## src/rtl/add_sched_24_pkg.sv

```systemverilog
// add_sched_pkg: shared lane width, requester tags and scheduler state encoding
// Contents:
//   LW         adder lane width (24)
//   REQ0/REQ1  tag values identifying requester 0 / requester 1
//   state_t    scheduler states IDLE, LO, HI, DONE
package add_sched_pkg;
    localparam int   LW   = 24;
    localparam logic REQ0 = 1'b0;
    localparam logic REQ1 = 1'b1;
    typedef enum logic [1:0] {IDLE, LO, HI, DONE} state_t;
endpackage

```

## src/rtl/add_sched_24_cla.sv

```systemverilog
// ADD_CLA_24: 24-bit carry-lookahead adder lane
// Ports:
//   i_a, i_b  in  LW  addends
//   i_c       in  1   carry-in
//   o_s       out LW  sum
//   o_c       out 1   carry-out
module ADD_CLA_24
    import add_sched_pkg::*;
(
    input  logic [LW-1:0] i_a,
    input  logic [LW-1:0] i_b,
    input  logic          i_c,
    output logic [LW-1:0] o_s,
    output logic          o_c
);
    logic [LW-1:0] w_g;
    logic [LW-1:0] w_p;
    logic [LW-1:0] w_c;
    assign w_g = i_a & i_b;
    assign w_p = i_a ^ i_b;
    // Each carry is expanded from generate/propagate terms alone, so every
    // bit is a flat lookahead expression rather than a chain through w_c.
    always_comb begin
        logic t;
        w_c = '0;
        for (int i = 0; i < LW; i++) begin
            t = i_c;
            for (int j = 0; j <= i; j++) t = w_g[j] | (w_p[j] & t);
            w_c[i] = t;
        end
    end
    assign o_s = w_p ^ {w_c[LW-2:0], i_c};
    assign o_c = w_c[LW-1];
endmodule

```

## src/rtl/add_sched_24.sv

```systemverilog
// add_sched_24: two-requester scheduler sharing one 24-bit adder lane for 24/48-bit adds
// Ports:
//   iClk, iRstn              clock, asynchronous active-low reset
//   iVk, iAk, iBk, iCk, iWk  requester k valid, operands, carry-in, wide flag (k = 0,1)
//   oR0, oR1                 requester ready (granted requester while IDLE)
//   oV, oS, oC, oTag         result valid, sum, carry-out, owning requester
//   iR                       result consumer ready
//   oBusy                    high whenever the scheduler is not IDLE
module add_sched_24
    import add_sched_pkg::*;
#(
    parameter int LW = 24
) (
    input  logic            iClk,
    input  logic            iRstn,
    input  logic            iV0,
    input  logic [2*LW-1:0] iA0,
    input  logic [2*LW-1:0] iB0,
    input  logic            iC0,
    input  logic            iW0,
    input  logic            iV1,
    input  logic [2*LW-1:0] iA1,
    input  logic [2*LW-1:0] iB1,
    input  logic            iC1,
    input  logic            iW1,
    output logic            oR0,
    output logic            oR1,
    output logic            oV,
    output logic [2*LW-1:0] oS,
    output logic            oC,
    output logic            oTag,
    input  logic            iR,
    output logic            oBusy
);
    state_t          r_state;
    state_t          w_next;
    logic            r_ptr;
    logic [2*LW-1:0] r_a;
    logic [2*LW-1:0] r_b;
    logic            r_cin;
    logic            r_w;
    logic            r_tag;
    logic [2*LW-1:0] r_s;
    logic            r_c;
    logic            r_cy;
    logic            w_any;
    logic            w_g;
    logic            w_acc;
    logic [LW-1:0]   w_opa;
    logic [LW-1:0]   w_opb;
    logic            w_ci;
    logic [LW-1:0]   w_sum;
    logic            w_co;

    assign w_any = iV0 | iV1;
    // Contention goes to the round-robin pointer, otherwise to whoever is valid.
    assign w_g   = (iV0 & iV1) ? r_ptr : (iV1 ? REQ1 : REQ0);
    assign w_acc = (r_state == IDLE) & w_any;

    // Lane selection depends only on the state register, never on live inputs.
    assign w_opa = (r_state == HI) ? r_a[2*LW-1:LW] : r_a[LW-1:0];
    assign w_opb = (r_state == HI) ? r_b[2*LW-1:LW] : r_b[LW-1:0];
    assign w_ci  = (r_state == HI) ? r_cy : r_cin;

    ADD_CLA_24 u_cla (
        .i_a(w_opa),
        .i_b(w_opb),
        .i_c(w_ci),
        .o_s(w_sum),
        .o_c(w_co)
    );

    always_ff @(posedge iClk or negedge iRstn) begin
        if (!iRstn) r_state <= IDLE;
        else        r_state <= w_next;
    end

    always_comb begin
        w_next = r_state;
        oR0    = 1'b0;
        oR1    = 1'b0;
        unique case (r_state)
            IDLE: begin
                oR0    = w_any & ~w_g;
                oR1    = w_any & w_g;
                w_next = w_any ? LO : IDLE;
            end
            LO:      w_next = r_w ? HI : DONE;
            HI:      w_next = DONE;
            DONE:    w_next = iR ? IDLE : DONE;
            default: w_next = IDLE;
        endcase
    end

    always_ff @(posedge iClk or negedge iRstn) begin
        if (!iRstn) begin
            r_ptr <= REQ0;
            r_a   <= '0;
            r_b   <= '0;
            r_cin <= 1'b0;
            r_w   <= 1'b0;
            r_tag <= REQ0;
            r_s   <= '0;
            r_c   <= 1'b0;
            r_cy  <= 1'b0;
        end else begin
            if (w_acc) begin
                r_a   <= w_g ? iA1 : iA0;
                r_b   <= w_g ? iB1 : iB0;
                r_cin <= w_g ? iC1 : iC0;
                r_w   <= w_g ? iW1 : iW0;
                r_tag <= w_g;
                r_ptr <= ~w_g;
            end
            if (r_state == LO) begin
                r_s[LW-1:0] <= w_sum;
                r_cy        <= w_co;
                if (!r_w) begin
                    r_s[2*LW-1:LW] <= '0;
                    r_c            <= w_co;
                end
            end
            if (r_state == HI) begin
                r_s[2*LW-1:LW] <= w_sum;
                r_c            <= w_co;
            end
        end
    end

    assign oV    = (r_state == DONE);
    assign oS    = r_s;
    assign oC    = r_c;
    assign oTag  = r_tag;
    assign oBusy = (r_state != IDLE);
endmodule

```

## config.mk

```make
export PLATFORM = sky130hd
export DESIGN_NAME = add_sched_24
export DESIGN_NICKNAME = d
export VERILOG_FILES = /design/src/rtl/add_sched_24_pkg.sv /design/src/rtl/add_sched_24_cla.sv /design/src/rtl/add_sched_24.sv
export SDC_FILE = /design/constraint.sdc
export NUM_CORES = 1
export LEC_CHECK = 0
export ABC_AREA = 1
export BUFFER_PORTS_ARGS = -buffer_cell sky130_fd_sc_hd__buf_2
export CORE_AREA = 2 2 149 122
export CTS_CLUSTER_SIZE = 40
export DETAILED_ROUTE_END_ITERATION = 16
export DIE_AREA = 0 0 151 124
export GPL_ROUTABILITY_DRIVEN = 0
export MAX_ROUTING_LAYER = met4
export PLACE_DENSITY = 0.87
export SYNTH_ARGS = -nofsm -noshare
export SYNTH_HDL_FRONTEND = slang
export SYNTH_SLANG_ARGS = --single-unit
```

## constraint.sdc

```tcl
create_clock -name iClk -period 23.1 [get_ports iClk]
set_input_delay 1.155 -clock iClk [delete_from_list [all_inputs] [get_ports iClk]]
set_output_delay 1.155 -clock iClk [all_outputs]
set_load 0.05 [all_outputs]
```

[Word level (Yosys, flattened, before mapping)]
Index checks and enable logic that the tools add are counted.
Storage, ports and cells
  input bits: 201
  register bits after elaboration: 152
  word-level logic and storage cells: 97
Cells by class
  reduce and logical (&&, ||, !) cells: 4
  bitwise logic cells: 57
  muxes and demuxes: 21
  equality and inequality tests: 4
Operator list (number)
  $mux 48: 3
  $mux 24: 4
  $xor 24x24->24: 2
  $and 1x1->1: 28
  $or 1x1->1: 25
  $and 24x24->24: 1
  $mux 1: 12
  $pmux 2 s4: 1
  $eq 2x2->1 const B: 2
  $reduce_bool 2->1: 2
  $eq 2x1->1 const B: 1
  $logic_not 2->1: 1
  $mux 2: 1
  $ne 2x1->1 const B: 1
  $reduce_and 2->1: 1
  $not 1->1: 1

[Depth between registers and ports, before layout]
Gate-level depths: netlist of the first run.
  depth after elaboration: 54
  depth in mapped cells: 35

[Cells and area by module]
A second synthesis of the first run with hierarchy kept.
Second synthesis, totals
  cell total of the unflattened synthesis: 1247
  area, all modules: 8694.6 um^2
Modules (own cells, without submodules)
  add_sched_24: instances 1, area an instance 8176.6 um^2, cells each 1213
  ADD_CLA_24: instances 1, area an instance 518.0 um^2, cells each 34

[Worst setup path after synthesis of the first run]
OpenSTA, ideal clock, no wires.
  path kind: register to register
  start point: register r_state[0]
  end point: register r_s[47] (netlist: oS[47])
  period minus slack after synthesis: 10.001 ns
  setup slack: 13.099 ns
  stages on the path, launching flop included: 35
  arrival time: 9.919 ns
  library setup time: 0.083 ns
  cells stage by stage: dfrtp_1 -> inv_1 -> ha_1 -> buf_2 -> buf_2 -> mux2i_1 -> fa_1 -> fa_1 -> fa_1 -> inv_1 -> fa_1 -> fa_1 -> fa_1 -> fa_1 -> fa_1 -> fa_1 -> fa_1 -> fa_1 -> fa_1 -> fa_1 -> fa_1 -> fa_1 -> fa_1 -> fa_1 -> fa_1 -> fa_1 -> fa_1 -> fa_1 -> fa_1 -> inv_1 -> fa_1 -> inv_1 -> fa_1 -> inv_1 -> o21ai_0
On the way
  word-level cells in the longest chain between the ends: 51
  elaborated cells on any way between the ends: 58
  those cells by class: eq/ne: 3; mux: 4; bitwise: 49; reduce/logical: 2
Ends and longest elaborated chain
  start, declared: line add_sched_24.sv:35  | state_t r_state;
  start signal, assigned: line add_sched_24.sv:75  | else r_state <= w_next;
  $eq 2x2->1 (*): line add_sched_24.sv:61, add_sched_24.sv:62, add_sched_24.sv:63
  $mux 24, on equally long branches: line add_sched_24.sv:61, add_sched_24.sv:62
  $xor 24x24->24: line add_sched_24_cla.sv:20  | assign w_p = i_a ^ i_b;
  $and 1x1->1: line add_sched_24_cla.sv:28  | for (int j = 0; j <= i; j++) t = w_g[j] | (w_p[j] & t);
  $or 1x1->1: line add_sched_24_cla.sv:28
  $and 1x1->1: line add_sched_24_cla.sv:28
  $or 1x1->1: line add_sched_24_cla.sv:28
  $and 1x1->1: line add_sched_24_cla.sv:28
  [36 not listed]
  $or 1x1->1: line add_sched_24_cla.sv:28
  $and 1x1->1: line add_sched_24_cla.sv:28
  $or 1x1->1: line add_sched_24_cla.sv:28
  $and 1x1->1: line add_sched_24_cla.sv:28
  $or 1x1->1: line add_sched_24_cla.sv:28
  $xor 24x24->24 (*): line add_sched_24_cla.sv:32  | assign o_s = w_p ^ {w_c[LW-2:0], i_c};
  via u_cla.o_s[23]: line add_sched_24_cla.sv:13  | output logic [LW-1:0] o_s,
  $mux 24 (*): line add_sched_24.sv:123  | if (r_state == HI) begin
  end signal, assigned by index: line add_sched_24.sv:116  | r_s[LW-1:0] <= w_sum;
  end signal, assigned by index: line add_sched_24.sv:124  | r_s[2*LW-1:LW] <= w_sum;
  end, declared: line add_sched_24.sv:43  | logic [2*LW-1:0] r_s;
The timed path passes the listed nets; every way through them passes the cells marked *.
A chain may end at the register's enable or synchronous reset.

[Worst setup path after layout of the first run]
Same ends and word-level chain as after synthesis.

==> flow_summary.toml, run 1 <==
[run_status]
status = "finished clean"

[setup_path]
cp_slowest_cell = "buf_4"
crit_fanout = 54
crit_start = "r_state[0]"
worst-path-buf-inv = 6
crit_path_frequent_cell = "fa_1"
rr_startpoint = "r_state[0]"
critPathKind = "reg2reg"
crit_required_ns = 23.41
endpoint = "oS[47]"
r2r_cells = 33
slowest_delay_ns = 0.50
r2r_end = "oS[47]"
endpoint_kind = "flop"
setup.worst_path.start_class = "flop"
cp.depth = 33
cp.arrival_ns = 11.14
r2r_slack_ns = 12.27
cp_top_family = "adder cells"

[layout]
nNetsFinal = 1566
drive_above_1_share = 0.222
fin_util = 0.602
layout_common_cells = "411 x nand2_1, 252 x buf_2, 196 x nand3_1, 168 x inv_1, 152 x dfrtp_1"
final_cell_area_sq_um = 10300
areaGrowthSynthToFinish_pct = 22.2
layout.cells.most_common = "nand2_1"

[route]
vias = 8227
ant_nets = 0
routedWlPerCell_um = 15.9
wl_met2_mm = 11.3
wl_mm = 25.1
drt-pass1-iter-count = 5
vias_per_cell = 5.22
wl_met3_mm = 2.61
top_layer = "met4"
drc_errors = 0
first_iter_violations = 756
m1WireLength_mm = 10.7

[cts]
cts_tree = "built"
cts.sinks = 152
postCtsSetupBuffers = 0
clockBufferDepth = 2
root_buffer = "clkbuf_16"
clk_latency_ns = 0.41
cts_inserted_buffers = 17
cts.clk_slew.worst_paths_ns = 0.06
cts-resized-gates = 0
htreeDepth = 4
holdBufCountCts = 0

[power]
pwr_density_cell_nw_per_um2 = 157
p_leak_nw = 6.04
peakVddDrop_mv = 0.0863

[yosys]
ys.warnings.count = 0
synth-edff-count = 0
synth_seq_area_share = 0.451
synthArstFlopShare = 1.00
synth.avg_cell_area_sq_um = 7.45
synth_nets = 1361
syn_inst = 1132
ys_ff_latch = 152
syn_area_sq_um = 8430
ys_dominant_reg_cell = "dfrtp_1"
ys_types = 20

[placement]
port_buffers = 254
hpwl_mm = 18.3
placed_area_sq_um = 9730

[flow_run]
maxCapViolCount = 0

[timing]
fin_setup_tns_ns = 0
hold_viol = 0
period_share = 0.469
slew_violations = 0
worst_pin_slew_ns = 1.28
finClkSkew_ns = 0.00957
min_period_ns = 10.83
rsz0062_at_grt = "no"
slew_headroom = 0.150
fmax_mhz = 92.3
setup_violations = 0

[die]
die_h_um = 124
dieWidth_um = 151
initial_utilization = 0.493
die_area_sq_um = 18700
num_io_pins = 255
core_sq_um = 17100
rows = 43

[hold_path]
hold_class = "reg2reg"

[grt]
track_usage = 0.282
grt_pass1_wl_mm = 38.8
grt_max_degree = 102
grt_pass1_vias = 7623
overflow = 0
antenna_found_initial = 0
-- through the flow --
stage	setup slack [ns]	power [mW]	hold WS (ns)	std cells
2_1_floorplan	13.10	1.04	0.448	1132
3_3_place_gp	12.64	1.30	0.460	1543
3_5_place_dp	12.36	1.33	0.466	1543
4_1_cts	12.32	1.61	0.482	1575
5_1_grt	11.79	1.74	0.501	1575
6_report	12.27	1.62	0.478	1576
-- registers in the layout, summed over array words and instances, names as in the netlist --
signal,count
oTag,1
oS,48
oC,1
r_state,2
r_a,48
r_ptr,1
r_w,1
r_cin,1
r_b,48
r_cy,1
-- synth_stat cells, types with 4 or more instances --
cell type | instances | area, sq um
nand2_1 | 411 | 1540
nand3_1 | 196 | 981
inv_1 | 168 | 631
dfrtp_1 | 152 | 3800
o21ai_0 | 53 | 265
buf_2 | 44 | 220
nand4_1 | 31 | 194
fa_1 | 24 | 480
clkbuf_1 | 18 | 67.6
buf_1 | 12 | 45.0
mux2i_1 | 8 | 80.1
ha_1 | 4 | 50.1
-- metal layers --
layer,up-vias,global-route usage
li1,3919,-
met1,3847,0.375
met2,422,0.430
met3,39,0.0795
met4,0,0.0748
met5,-,-
-- layout make-up --
cell class	count	area, sq um
Tap cell	225	282
Timing Repair Buffer	261	1330
Antenna cell	1	2.50
Clock buffer	20	447
Clock inverter	12	125
Fill cell	1547	6810
Multi-Input combinational cell	735	3670
Inverter	170	638
Sequential cell	152	3800
-- tightest hold or removal path, cell delays in order (launching register included) --
cell and delay (ns):
dfrtp_1 0.34, nand2_1 0.05, o21ai_0 0.06
-- worst min path at each step --
| stage | start | endpoint | slack [ns] | depth (start not counted) |
|---|---|---|---|---|
| 3_3_place_gp | oS[0] | oS[0] | 0.46 | 2 |
| 3_5_place_dp | r_a[2] | r_a[2] | 0.47 | 2 |
| 5_1_grt | oS[1] | oS[1] | 0.50 | 2 |
| 2_1_floorplan | r_a[0] | r_a[0] | 0.45 | 2 |
| 4_1_cts | r_a[2] | r_a[2] | 0.48 | 2 |
| 6_report | oS[24] | oS[24] | 0.48 | 2 |
-- cells by family after synthesis --
kind of cell	synth area share
muxes	0.00950
buffers and inverters	0.117
DFF	0.451
AOI/OAI and AO/OA	0.0353
adders and majority gates	0.0629
and+or+nand+nor	0.324
-- where the power goes --
part | switching [mW] | internal, mW
clock | 0.108 | 0.161
combinational | 0.620 | 0.264
sequential | 0.0746 | 0.391
total | 0.802 | 0.817
Note: power is estimated with default switching activity, not from simulation.
==> run 2, diff against run 1 <==
CORE_AREA = 2 2 153 125   (was 2 2 149 122)
DIE_AREA = 0 0 155 127   (was 0 0 151 124)
PLACE_DENSITY = 0.86   (was 0.87)
clock period = 8.8 ns   (was 23.1 ns; I/O delays follow)
==> flow_summary.toml, run 2 (synthesized netlist as in run 1, its figures left out) <==
[run_status]
status = "finished with violations"
violations = "setup timing"

[timing]
worst_pin_slew_ns = 1.16
fin_ws_ns = -0.590
rsz0062_at_grt = "yes"
setup_violations = 7
slew_violations = 0
slew_headroom = 0.224
fmax_mhz = 106
finClkSkew_ns = 0.0179
hold_viol = 0
period_share = 1.07
min_period_ns = 9.39

[grt]
antenna_found_initial = 1
grt_max_degree = 102
grt_pass1_wl_mm = 41.7
track_usage = 0.283
overflow = 0
grt_pass1_vias = 7916

[route]
routedWlPerCell_um = 16.6
vias_per_cell = 5.27
ant_nets = 0
vias = 8405
drc_errors = 0
wl_mm = 26.5
drt-pass1-iter-count = 6
first_iter_violations = 843

[setup_path]
critPathKind = "reg2reg"
cp.arrival_ns = 9.73
crit_fanout = 5
cp_slowest_cell = "fa_1"
slowest_delay_ns = 0.47
crit_required_ns = 9.14
endpoint_kind = "flop"
crit_path_frequent_cell = "fa_2"
setup.worst_path.start_class = "flop"
cp_top_family = "adder cells"
worst-path-buf-inv = 5

[power]
pwr_density_cell_nw_per_um2 = 428
peakVddDrop_mv = 0.217
power.share.clock = 0.174
p_leak_nw = 6.12
seqPwrFrac = 0.272
power.switching_mw = 2.19
intPower_mw = 2.34
combPwrFrac = 0.554
swShare = 0.484

[placement]
hpwl_mm = 19.2
port_buffers = 254
dp_cells = 1558

[layout]
nNetsFinal = 1580
fin_util = 0.589
layout.cells.most_common = "nand2_1"
drive_above_1_share = 0.254
layout_common_cells = "411 x nand2_1, 252 x buf_2, 196 x nand3_1, 164 x inv_1, 152 x dfrtp_1"
stdcell_count = 1595
fillers = 1564
areaGrowthSynthToFinish_pct = 25.7

[cts]
root_buffer = "clkbuf_16"
clockBufferDepth = 2
cts.sinks = 152
htreeDepth = 4
cts.clk_slew.worst_paths_ns = 0.06
clk_latency_ns = 0.43
cts_tree = "built"
cts_inserted_buffers = 17

[hold_path]
hold_class = "in2async"

[die]
dieWidth_um = 155
initial_utilization = 0.468
die_h_um = 127
core_sq_um = 18000
num_io_pins = 255
rows = 44
die_area_sq_um = 19700

[flow_run]
maxCapViolCount = 0
==> run 2: cell count changes in the layout (fill, tap and decap cells not counted), sizes merged <==
cell	delta
buf	+14
bufinv	+2
clkbuf	+1
clkinvlp	+1
inv	-1
clkinv	-3
==> run 2: power by group through the flow <==
stage	logic [mW]	clock network (mW)	registers, mW
6_report	2.51	0.790	1.23
5_1_grt	2.75	0.830	1.26
4_1_cts	2.45	0.795	1.22
3_5_place_dp	2.40	0	1.23
3_3_place_gp	2.32	0	1.21
2_1_floorplan	1.34	0	1.44
==> run 2: metal layers <==
metal,track usage,part of all wire
met1,0.391,0.44
met2,0.430,0.46
met3,0.0590,0.084
met4,0.0697,0.017
met5,-,0
==> run 2: timing repair <==
action	in CTS	in global routing
gates resized for setup	7	8
setup buffers	2	2
pin swaps	2	4
hold buffers	0	0
endpoints found under the setup margin	8	8
hold endpoints to repair	0	0
==> run 2: path summary, 6_finish.rpt <==
path / slack [ns] / depth (start not counted) / from / endpoint
min reg2reg: 0.48 / 2 / oS[7] / oS[7]
max in group asynchronous: 7.32 / 2 / iRstn / r_a[11]
max reg2reg: -0.59 / 32 / r_state[0] / oS[47]
min: 0.03 / 1 / iRstn / oS[16]
max: -0.59 / 32 / r_state[0] / oS[47]
min in group iClk: 0.25 / 3 / iW0 / r_w
==> run 2: worst register-to-register path, delay by kind of cell, from the launching register on <==
| kind | cells | cell delay (ns) |
|---|---|---|
| mux | 1 | 0.27 |
| buf+inv | 5 | 0.28 |
| fa+ha+maj | 25 | 8.26 |
| compound gates | 1 | 0.12 |
| flops | 1 | 0.40 |
==> run 2: layout make-up <==
| cell class | count | area [sq um] | share of cell area |
|---|---|---|---|
| Timing Repair Buffer | 275 | 1450 | 0.136 |
| Tap cell | 230 | 288 | 0.0272 |
| Clock inverter | 11 | 169 | 0.0159 |
| Antenna cell | 1 | 2.50 | 0.000236 |
| Inverter | 170 | 638 | 0.0602 |
| Clock buffer | 21 | 480 | 0.0453 |
| Multi-Input combinational cell | 735 | 3770 | 0.356 |
| Sequential cell | 152 | 3800 | 0.359 |
==> run 2: stage by stage <==
step / worst slack (ns) / setup TNS [ns] / hold WS (ns) / cell area [sq um] / power [mW]
3_5_place_dp: -0.645 / -3.07 / 0.467 / 9870 / 3.62
3_3_place_gp: -0.412 / -1.56 / 0.460 / 9870 / 3.54
4_1_cts: -0.520 / -2.21 / 0.0625 / 10600 / 4.46
2_1_floorplan: -0.362 / -1.32 / 0.144 / 8510 / 2.78
5_1_grt: -0.833 / -4.56 / 0.0812 / 10600 / 4.85
6_report: -0.590 / -2.82 / 0.0267 / 10600 / 4.53
==> run 3, diff against run 2 <==
ABC_AREA = default   (was 1)
CORE_AREA = 2 2 148 121   (was 2 2 153 125)
DIE_AREA = 0 0 150 123   (was 0 0 155 127)
RECOVER_POWER = 100   (was default)
==> flow_summary.toml, run 3 <==
[run_status]
status = "finished with violations"
violations = "capacitance limit, slew limit, setup timing"

[setup_path]
slowest_delay_ns = 0.42
r2r_end = "oS[23]"
r2r_cells = 31
cp_top_family = "adder cells"
endpoint_kind = "flop"
setup.worst_path.start_class = "flop"
worst-path-buf-inv = 4
crit_required_ns = 9.11
rr_startpoint = "r_state[0]"
cp.arrival_ns = 9.74
critPathKind = "reg2reg"
crit_fanout = 6
cp_slowest_cell = "fa_2"
r2r_slack_ns = -0.62
crit_path_frequent_cell = "fa_2"

[placement]
hpwl_mm = 17.9
port_buffers = 254
dp_cells = 1135
placed_area_sq_um = 9160

[timing]
fin_setup_tns_ns = -2.76
period_share = 1.07
whs_ns = 0.235
min_period_ns = 9.42
slew_headroom = -1.92
fin_ws_ns = -0.625
slew_violations = 459
finClkSkew_ns = 0.00547
rsz0062_at_grt = "yes"
fmax_mhz = 106
hold_viol = 0
worst_pin_slew_ns = 4.37
setup_violations = 7

[yosys]
ys_dominant_reg_cell = "dfrtp_1"
synth_most_common_cell = "dfrtp_1"
ys_types = 32
synth_top_area_frac = 0.493
synth_nets = 937
yosysTopAreaCell = "dfrtp_1"
synth_commonest_cells = "152 x dfrtp_1, 68 x a21oi_1, 68 x nor2_1"
synthArstFlopShare = 1.00
synth_seq_area_share = 0.493
synthTopCellsByArea = "dfrtp_1 49%, mux2_2 9.1%, fa_1 6.2%, a31oi_1 5.4%, a21oi_1 4.4%"
synth-edff-count = 0
ys_ff_latch = 152
synth.avg_cell_area_sq_um = 10.9
ys.warnings.count = 0
syn_inst = 708
syn_area_sq_um = 7710

[die]
die_h_um = 123
rows = 43
num_io_pins = 255
dieWidth_um = 150
die_area_sq_um = 18500
initial_utilization = 0.454
core_sq_um = 17000

[layout]
seq_area_sq_um = 3800
fillers = 1474
final_cell_area_sq_um = 9620
nNetsFinal = 1158
multi_input_area_sq_um = 3610
areaGrowthSynthToFinish_pct = 24.7
layout.cells.most_common = "buf_2"
drive_above_1_share = 0.357
layout_common_cells = "199 x buf_2, 152 x dfrtp_1, 69 x a21oi_1, 68 x nor2_1, 67 x a31oi_1"
stdcell_count = 1169
fin_util = 0.566

[cts]
cts_tree = "built"
cts.sinks = 152
root_buffer = "clkbuf_16"
postCtsSetupBuffers = 0
clockBufferDepth = 2
cts.clk_slew.worst_paths_ns = 0.07
holdBufCountCts = 0
htreeDepth = 4
clk_latency_ns = 0.43
cts_inserted_buffers = 17

[grt]
track_usage = 0.290
grt_pass1_vias = 6802
antenna_found_initial = 1
overflow = 0
grt_pass1_wl_mm = 38.9
grt_max_degree = 98

[power]
pwr_density_cell_nw_per_um2 = 496
peakVddDrop_mv = 0.192
p_leak_nw = 4.32

[route]
vias = 6974
drt-pass1-iter-count = 6
wl_mm = 25.7
routedWlPerCell_um = 22.0
ant_nets = 0
vias_per_cell = 5.97
first_iter_violations = 715
drc_errors = 0

[hold_path]
hold_class = "in2reg"
worstHoldStart = "iA0[44]"
min_to = "r_a[44]"
whs_path_depth = 2

[flow_run]
maxCapViolCount = 8
run 3: where the power goes:
group,leakage [nW],switching (mW),internal (mW)
clock network,0.257,0.305,0.391
logic,2.26,1.66,1.13
registers,1.80,0.233,1.05
run 3: cell type report:
| class | instances | area share |
|---|---|---|
| Clock buffer | 19 | 0.0450 |
| Tap cell | 225 | 0.0293 |
| Timing Repair Buffer | 271 | 0.137 |
| Clock inverter | 13 | 0.0129 |
| Sequential cell | 152 | 0.395 |
| Multi-Input combinational cell | 474 | 0.375 |
| Antenna cell | 2 | 0.000520 |
| Inverter | 13 | 0.00507 |
run 3: how the worst max path moves through the flow:
stage | depth (start not counted) | to | slack (ns) | from
3_5_place_dp | 31 | oS[23] | -0.61 | r_state[0]
4_1_cts | 31 | oS[23] | -0.62 | r_state[0]
3_3_place_gp | 31 | oS[23] | -0.43 | r_state[0]
5_1_grt | 31 | oS[23] | -0.86 | r_state[0]
6_report | 31 | oS[23] | -0.62 | r_state[0]
2_1_floorplan | 33 | oS[23] | -0.40 | r_state[0]
run 3: cells by family after synthesis:
logic type      Yosys count  share of synthesized area
buf+inv                  82                     0.0498
mux                      75                      0.107
flops                   152                      0.493
fa+ha+maj                28                     0.0688
simple gates            105                     0.0624
compound gates          266                      0.218
run 3: repair_timing:
item	in CTS	in global routing
endpoints found under the setup margin	7	8
resized for setup	0	1
cloned	0	0
run 3: metal layers:
layer	global-route usage	routed length, um	vias up
li1	-	-	3051
met1	0.433	12000	3483
met2	0.409	10900	397
met3	0.0502	2230	43
met4	0.0802	550	0
met5	-	0	-
run 3: through the flow:
stage	total power, mW	setup slack, ns
after global routing	5.03	-0.859
final	4.77	-0.625
after detailed placement	4.03	-0.608
after global placement	3.93	-0.435
after floorplan	3.11	-0.404
after CTS	4.74	-0.617
